**src/rtl/charram_dram_seq.sv**
```systemverilog
// charram_dram_seq
// Timing sequencer for the 4416-based character RAM (16K x 4, 8-bit row /
// 6-bit column multiplexed address). Runs a fixed two-slot loop: a pixel
// fetch slot (always a read) followed by a CPU slot. Each slot is four
// phases p0..p3, advanced by i_CEN. All outputs are registered.
//
// Optional feature macro: CHARRAM_SEQ_REFRESH_EN
//   Defined   - an idle CPU slot performs a RAS-only refresh driven by an
//               8-bit wrapping row counter.
//   Undefined - an idle CPU slot keeps every strobe high.
module charram_dram_seq (
    input  logic        i_MCLK,
    input  logic        i_RST,
    input  logic        i_CEN,
    input  logic [13:0] i_PX_ADDR,
    output logic [3:0]  o_PX_DATA,
    output logic        o_PX_VALID,
    input  logic        i_CPU_REQ,
    input  logic        i_CPU_RW,
    input  logic [13:0] i_CPU_ADDR,
    input  logic [3:0]  i_CPU_DIN,
    output logic [3:0]  o_CPU_DOUT,
    output logic        o_CPU_ACK,
    output logic [7:0]  o_DRAM_ADDR,
    output logic        o_DRAM_RAS_n,
    output logic        o_DRAM_CAS_n,
    output logic        o_DRAM_RD_n,
    output logic        o_DRAM_WR_n,
    output logic [3:0]  o_DRAM_DIN,
    input  logic [3:0]  i_DRAM_DOUT
);

    typedef enum logic [1:0] {
        P0 = 2'd0,
        P1 = 2'd1,
        P2 = 2'd2,
        P3 = 2'd3
    } phase_t;

    // Access captured at p0; the row is not kept because o_DRAM_ADDR
    // already holds it through p1.
    typedef struct packed {
        logic       act;    // full RAS/CAS cycle with a RD or WR strobe
        logic       cpu;    // 1 = CPU slot, 0 = pixel slot
        logic       rd;     // 1 = read, 0 = write
`ifdef CHARRAM_SEQ_REFRESH_EN
        logic       rfsh;   // RAS-only refresh of the counter row
`endif
        logic [5:0] col;
        logic [3:0] din;
    } acc_t;

    phase_t     phase;
    phase_t     phase_nx;
    logic       slot;
    logic       slot_nx;
    logic       acked;
    acc_t       acc;
    acc_t       sel;
    logic [7:0] sel_row;
    logic       rd_pend;      // RD_n was low last cycle: DRAM data valid now
    logic       rd_pend_cpu;  // the pending read belongs to the CPU slot
    logic       ack_set;
`ifdef CHARRAM_SEQ_REFRESH_EN
    logic [7:0] rfsh_cnt;
`endif

    // Next phase/slot and the access that p0 would select right now.
    always_comb begin
        phase_nx = i_CEN ? phase_t'(phase + 2'd1) : phase;
        slot_nx  = (i_CEN && (phase == P3)) ? ~slot : slot;
        sel      = '0;
        sel_row  = '0;
        sel.cpu  = slot_nx;
        if (!slot_nx) begin
            sel.act = 1'b1;
            sel.rd  = 1'b1;
            sel.col = i_PX_ADDR[13:8];
            sel_row = i_PX_ADDR[7:0];
        end else if (i_CPU_REQ && !acked) begin
            sel.act = 1'b1;
            sel.rd  = i_CPU_RW;
            sel.col = i_CPU_ADDR[13:8];
            sel.din = i_CPU_DIN;
            sel_row = i_CPU_ADDR[7:0];
        end else begin
`ifdef CHARRAM_SEQ_REFRESH_EN
            sel.rfsh = 1'b1;
            sel_row  = rfsh_cnt;
`else
            sel_row  = i_CPU_ADDR[7:0];
`endif
        end
    end

    // A CPU access completes one cycle after WR_n low, or when read data lands.
    assign ack_set = (rd_pend && rd_pend_cpu) || !o_DRAM_WR_n;

    // Phase sequencer with registered DRAM strobes and requester handshakes.
    always_ff @(posedge i_MCLK) begin
        if (i_RST) begin
            phase        <= P0;
            slot         <= 1'b0;
            acked        <= 1'b0;
            acc          <= '0;
            rd_pend      <= 1'b0;
            rd_pend_cpu  <= 1'b0;
            o_DRAM_RAS_n <= 1'b1;
            o_DRAM_CAS_n <= 1'b1;
            o_DRAM_RD_n  <= 1'b1;
            o_DRAM_WR_n  <= 1'b1;
            o_DRAM_ADDR  <= '0;
            o_DRAM_DIN   <= '0;
            o_PX_DATA    <= '0;
            o_PX_VALID   <= 1'b0;
            o_CPU_DOUT   <= '0;
            o_CPU_ACK    <= 1'b0;
`ifdef CHARRAM_SEQ_REFRESH_EN
            rfsh_cnt     <= '0;
`endif
        end else begin
            phase <= phase_nx;
            slot  <= slot_nx;

            // RD/WR pulses last exactly one MCLK, independent of i_CEN.
            o_DRAM_RD_n <= 1'b1;
            o_DRAM_WR_n <= 1'b1;
            o_PX_VALID  <= 1'b0;
            o_CPU_ACK   <= 1'b0;

            rd_pend     <= !o_DRAM_RD_n;
            rd_pend_cpu <= acc.cpu;

            // While in p0 the selection tracks its inputs; the value seen on
            // the edge leaving p0 is the one used for the slot.
            if (phase == P0)
                acc <= sel;
            if ((phase == P0) || (phase_nx == P0))
                o_DRAM_ADDR <= sel_row;

            if (i_CEN) begin
                case (phase)
                    P0: begin
`ifdef CHARRAM_SEQ_REFRESH_EN
                        o_DRAM_RAS_n <= !(sel.act || sel.rfsh);
`else
                        o_DRAM_RAS_n <= !sel.act;
`endif
                    end
                    P1: begin
                        if (acc.act) begin
                            o_DRAM_ADDR  <= {1'b0, acc.col, 1'b0};
                            o_DRAM_CAS_n <= 1'b0;
                        end
                    end
                    P2: begin
                        if (acc.act) begin
                            if (acc.rd) begin
                                o_DRAM_RD_n <= 1'b0;
                            end else begin
                                o_DRAM_WR_n <= 1'b0;
                                o_DRAM_DIN  <= acc.din;
                            end
                        end
                    end
                    P3: begin
                        o_DRAM_RAS_n <= 1'b1;
                        o_DRAM_CAS_n <= 1'b1;
`ifdef CHARRAM_SEQ_REFRESH_EN
                        if (acc.rfsh)
                            rfsh_cnt <= rfsh_cnt + 8'd1;
`endif
                    end
                    default: ;
                endcase
            end

            // Route read data to whichever slot issued the read.
            if (rd_pend) begin
                if (rd_pend_cpu) begin
                    o_CPU_DOUT <= i_DRAM_DOUT;
                    o_CPU_ACK  <= 1'b1;
                end else begin
                    o_PX_DATA  <= i_DRAM_DOUT;
                    o_PX_VALID <= 1'b1;
                end
            end
            if (!o_DRAM_WR_n)
                o_CPU_ACK <= 1'b1;

            // A dropped request always re-arms; otherwise latch completion.
            if (!i_CPU_REQ)
                acked <= 1'b0;
            else if (ack_set)
                acked <= 1'b1;
        end
    end

endmodule
```
**config.mk**
```make
export PLATFORM = sky130hd
export DESIGN_NAME = charram_dram_seq
export DESIGN_NICKNAME = d
export VERILOG_FILES = /design/src/rtl/charram_dram_seq.sv
export SDC_FILE = /design/constraint.sdc
export NUM_CORES = 1
export LEC_CHECK = 0
export CAP_MARGIN = 20
export CORE_UTILIZATION = 50
export CTS_BUF_LIST = sky130_fd_sc_hd__clkbuf_8
export DETAILED_ROUTE_END_ITERATION = 12
export PLACE_DENSITY = 0.95
export SYNTH_ARGS = -nofsm -noshare
export SYNTH_HDL_FRONTEND = slang
export SYNTH_SLANG_ARGS = --single-unit
```
**constraint.sdc**
```tcl
create_clock -name i_MCLK -period 5.3 [get_ports i_MCLK]
set_clock_uncertainty 0.15 [all_clocks]
set_input_delay 1.06 -clock i_MCLK [delete_from_list [all_inputs] [get_ports i_MCLK]]
set_output_delay 1.06 -clock i_MCLK [all_outputs]
set_load 0.005 [all_outputs]
```
### Word-level counts from Yosys, hierarchy flattened

Index checks and enable logic that the tools add are counted.

* input bits: 41
* output and inout bits: 26
* flip-flop bits (word level): 45
* word-level logic and storage cells: 75

* add/sub/neg operators: 1
* reductions and logical operators: 21
* equal/unequal tests: 4
* bitwise operators: 8
* mux-type cells: 21

Operator list (number)
* 2-to-1 mux 8 bit: 5
* 2-to-1 mux 11 bit: 1
* 2-to-1 mux 1 bit: 10
* inverter 1 bit: 8
* 2-to-1 mux 7 bit: 1
* AND reduction 2 bit: 3
* equality test 2 bit (second input constant): 2
* zero test 1 bit: 4
* zero test 2 bit: 2
* 2-to-1 mux 4 bit: 1
* one-hot mux 1 bit (2 select lines): 2
* AND reduction 4 bit: 1
* nonzero test 2 bit: 2
* OR reduction 2 bit: 2
* OR reduction 4 bit: 1
* logical AND 1 bit: 3
* AND reduction 3 bit: 1
* adder 2 x 1 -> 2 bit (second input constant): 1
* equality test 2 x 1 -> 1 bit (second input constant): 1
* logical OR 1 bit: 2
* 2-to-1 mux 2 bit: 1
* inequality test 2 bit (second input constant): 1

### Logic depth before layout (Yosys ltp)

* word-level depth: 8
* gate-level depth with buffers: 7
* depth with buffers taken out: 6

### Worst setup path after synthesis

Ideal clock, no wire load.

* kind: input to register
* from: in i_CEN
* to: reg acc[8] (netlist bit)
* setup slack: 2.989 ns
* arrival time: 2.073 ns
* stages: 6
* library setup time: 0.088 ns
* path through: buf_4 > nand2_2 > xnor2_2 > buf_2 > nand3_1 > a311oi_2

* cells in the longest elaborated chain, start to end: 3

Ends and longest elaborated chain
* start, declared: RTL line 14 `input logic i_CEN,`
* logical AND 1 bit: RTL line 71 `slot_nx = (i_CEN && (phase == P3)) ? ~slot : slot;`
* 2-to-1 mux 1 bit: RTL line 71
* 2-to-1 mux 7 bit: RTL line 75 `if (!slot_nx) begin`
* end signal, assigned: RTL line 137 `acc <= sel;`
* end, declared: RTL line 58 `acc_t acc;`

No other way between the ends.
A chain may end at the register's enable or synchronous reset.

### Worst setup path after layout

* from: in i_CEN
* to: reg o_DRAM_ADDR[1]

* cells in the longest elaborated chain, start to end: 7
* elaborated cells on any way between the ends: 10

Ends and longest elaborated chain
* logical AND 1 bit / 2-to-1 mux 2 bit (equally long branches): RTL line 71, 70
* 2-to-1 mux 1 bit / zero test 2 bit (equally long branches): RTL line 71, 138
* 2-to-1 mux 8 bit / logical OR 1 bit (equally long branches): RTL line 75, 138
* 2-to-1 mux 8 bit: RTL line 138 `if ((phase == P0) || (phase_nx == P0))`
* 2-to-1 mux 8 bit: RTL line 151 `if (acc.act) begin`
* 2-to-1 mux 8 bit: RTL line 142 `case (phase)`
* 2-to-1 mux 8 bit *: RTL line 141 `if (i_CEN) begin`
* end signal, assigned: RTL line 139 `o_DRAM_ADDR <= sel_row;`
* end signal, assigned: RTL line 152 `o_DRAM_ADDR <= {1'b0, acc.col, 1'b0};`
* end, declared: RTL line 24 `output logic [7:0] o_DRAM_ADDR,`

Every way passes the cells marked *; elsewhere a longest branch is shown, timed or not.

==> summary.txt <==
Synth
  • Number of synthesized register bits: 45
  • Synth Flop Type: dfxtp_1
  • Post-Syn Nets: 252
  • Synth cell types: 33
  • Asr flop ratio synth: 0%
  • Cell Area, Synth: 0.00191 sq mm
  • Sequential share of the synthesized area: about 47%
  • EDFF count, synth: 0
  • Syn Area/Cell: between 9 and 10 sq um
  • Post-synthesis cell count: 207
  • Synthesis warning total: 0

Global routing
  • Largest net degree at the start of global routing: 40
  • Initial antenna violation count: 0
  • GRT Total Usage: 23.9%
  • First-pass GRT wire length: 7.49 mm
  • Gr ovfl total: 0
  • Number of global-route vias before repair: around 1700

Power
  • P_sw: ~0.00018 W
  • Sw Ratio: 24.2%
  • VDD IR max: between 150 and 200 uV
  • Internal power: 0.000566 W
  • Leakage power: around 1.1 nW
  • PwrDens: 279 mW/mm^2
  • Clock power share: 33.3%
  • Logic pwr share: approximately 17%
  • Sequential power share: 50.1%

CTS
  • # resized after CTS: 0
  • Clock Path Buffers: 2
  • CTS tree: built
  • Hold-fix buffers, CTS: 0
  • TritonCTS Buffers: 5
  • Post-CTS setup-driven buffer insertion count: 0
  • Clock slew at reported path FFs: 0.08 ns
  • H-tree Lvls: 2
  • Worst skew pair latency: 0.29 ns
  • Clock Root Buffer: clkbuf_8
  • Clk sinks: 45

Drt
  • Vias per Instance: 5.35
  • DR WL/cell: 14.3 microns
  • Drt total wl: 4.52 mm
  • Drt pass-1 iters: 4
  • Drt first-iter violations: 94
  • Drt drc: 0
  • Vias: 1691
  • Antenna-violating nets left: 0

Hold path
  • WHS Endpoint: rd_pend$_SDFF_PP0_
  • Worst min-delay path category: flop to flop
  • Hold path cells: 1
  • Worst Min Path Start: o_DRAM_RD_n$_SDFF_PP1_

Finish
  • Final std cells w/o fill: 316
  • P&R area growth vs syn: 40.4%
  • Fin nets: 312
  • Reg area: about 900 sq um
  • Footprint of the multi-input gates: approximately 920 sq um
  • Most common cell after layout, fill and taps aside: clkdlybuf4s50_1
  • Filler Cells Inserted: 257
  • Layout cells sized above 1: 6.72%
  • N_diodes: 0
  • Most frequent cells in the layout: clkdlybuf4s50_1 (66), dfxtp_1 (45), nand2_1 (35)

Setup path
  • Crit Path Max Fanout: 11
  • Crit path capture type: flop
  • R2R depth: 6
  • Critical path type: input port to flop
  • FF-to-FF Start: phase[0]$_SDFF_PP0_
  • CP required: about 5.4 ns
  • Arrival @ worst endpoint: around 3.1 ns
  • Flop2flop setup slack: 2.54 ns
  • Startpoint Class: input port
  • R2r endpoint: o_DRAM_ADDR[1]$_SDFF_PP0_

Floorplanning
  • Core area: about 0.0037 sq mm
  • Die area: 0.00406 sq mm
  • Die Y-Extent: 63.7 microns
  • FP Rows: 22
  • Die W: 63.7 microns
  • Starting Density: 52.1%
  • Ports: 67

Placement
  • GP Congestion: 0.817
  • DP Cell Count: 308
  • Hpwl dp: 3.19 mm
  • # port buffers: 66
  • Pre-CTS setup slack: 1.94 ns

STA
  • Setup TNS Final: 0 ns
  • FMAX: roughly 320 MHz
  • Final worst slack: 2.21 ns
  • Final worst path period share: 58.3%
  • Final Slew Violations: 0
  • Crit path time final: 3.09 ns
  • Final hold violation count: 0
  • Worst slew pin tran: 0.890 ns
  • # setup viols final: 0
  • Max transition margin: 40.7%
  • RSZ-0062 raised after global routing: no

Run status
  • Status: completed

Flow run
  • Total of max-cap violations: 0
-- metal layers --
metal  GRT usage [%]  wire length [microns]
met1            27.8                   1880
met2            41.1                   2320
met3            5.36                    200
met4            11.6                    113
met5               0                      0
-- final cells by class --
class                   instances  area share [%]
well taps                      48            2.25
inverters                       3           0.421
repair buffers                 67            25.0
clock buffers                   5            2.57
clock inverters                 3            1.59
flip-flops and latches         45            33.7
multi-input cells             145            34.5
-- worst max-delay path: stages --
cell and delay, ns:
clkdlybuf4s50_1 0.71, nand2b_1 0.17, o211ai_1 0.63, nand2_1 0.29
o221ai_1 0.28
-- stage by stage --
step / utilization [%] / hold slack, ns / total power (W) / area [sq um]
final: 73.1 / 0.260 / 0.000746 / 2680
after global routing: 73.1 / 0.295 / 0.000778 / 2680
after CTS: 73.1 / 0.268 / 0.000751 / 2680
after detailed placement: 70.0 / 0.256 / 0.000503 / 2560
after global placement: 70.0 / 0.242 / 0.000498 / 2560
after floorplan: - / 0.225 / 0.000441 / 1910
-- cells in the mapped netlist (all sizes together) (2+ instances only) --
master | number | share of area [%]
dfxtp | 45 | 47
nand2 | 36 | 7.2
nor2 | 25 | 4.9
mux2i | 15 | 7.9
a21oi | 12 | 3.2
nand3 | 12 | 3.2
clkbuf | 9 | 1.8
a311oi | 8 | 5.6
o221ai | 6 | 2.8
buf | 5 | 1.9
ha | 4 | 2.6
nand2b | 4 | 1.3
nand4 | 4 | 1.3
a31oi | 3 | 0.99
inv | 3 | 0.59
nor2b | 2 | 0.66
o21ai | 2 | 0.53
or3 | 2 | 0.66
xnor2 | 2 | 1.3
-- worst max-delay path by stage --
stage | startpoint | endpoint | slack, ns | depth (start not counted)
detailed placement | i_CEN | o_DRAM_ADDR[1]$_SDFF_PP0_ | 1.94 | 5
finish | i_CEN | o_DRAM_ADDR[1]$_SDFF_PP0_ | 2.21 | 5
CTS | i_CEN | o_DRAM_ADDR[1]$_SDFF_PP0_ | 2.23 | 5
global route | i_CEN | o_DRAM_ADDR[1]$_SDFF_PP0_ | 1.98 | 5
floorplan | i_CEN | acc[8]$_SDFFE_PP0N_ | 2.99 | 6
global placement | i_CEN | o_DRAM_ADDR[2]$_SDFF_PP0_ | 2.07 | 5
-- registers in the layout (all words and copies together), names as in the netlist, 2 cells and up --
signal and count:
acc 13, o_DRAM_DIN 4, o_DRAM_ADDR 8, o_CPU_DOUT 4, phase 2, o_PX_DATA 4
-- power by group through the flow --
stage	sequential (W)	combinational, W	clock (W)
detailed placement	0.000381	0.000123	0
CTS	0.000373	0.000125	0.000253
global placement	0.000379	0.000119	0
floorplan	0.000378	0.0000639	0
finish	0.000374	0.000124	0.000248
global route	0.000376	0.000136	0.000266
-- logic make-up (layout without fill, tap and decap cells) --
group / after synthesis / in the layout / synth area share [%]
buffers and inverters: 17 / 78 / 4.27
muxes: 15 / 15 / 7.88
AOI/OAI and AO/OA: 35 / 35 / 14.7
adders and majority gates: 4 / 4 / 2.63
DFF: 45 / 45 / 47.3
xor gates and xnor gates: 3 / 3 / 2.76
and+or+nand+nor: 88 / 88 / 20.5
Power figures use the tool's default switching activity.
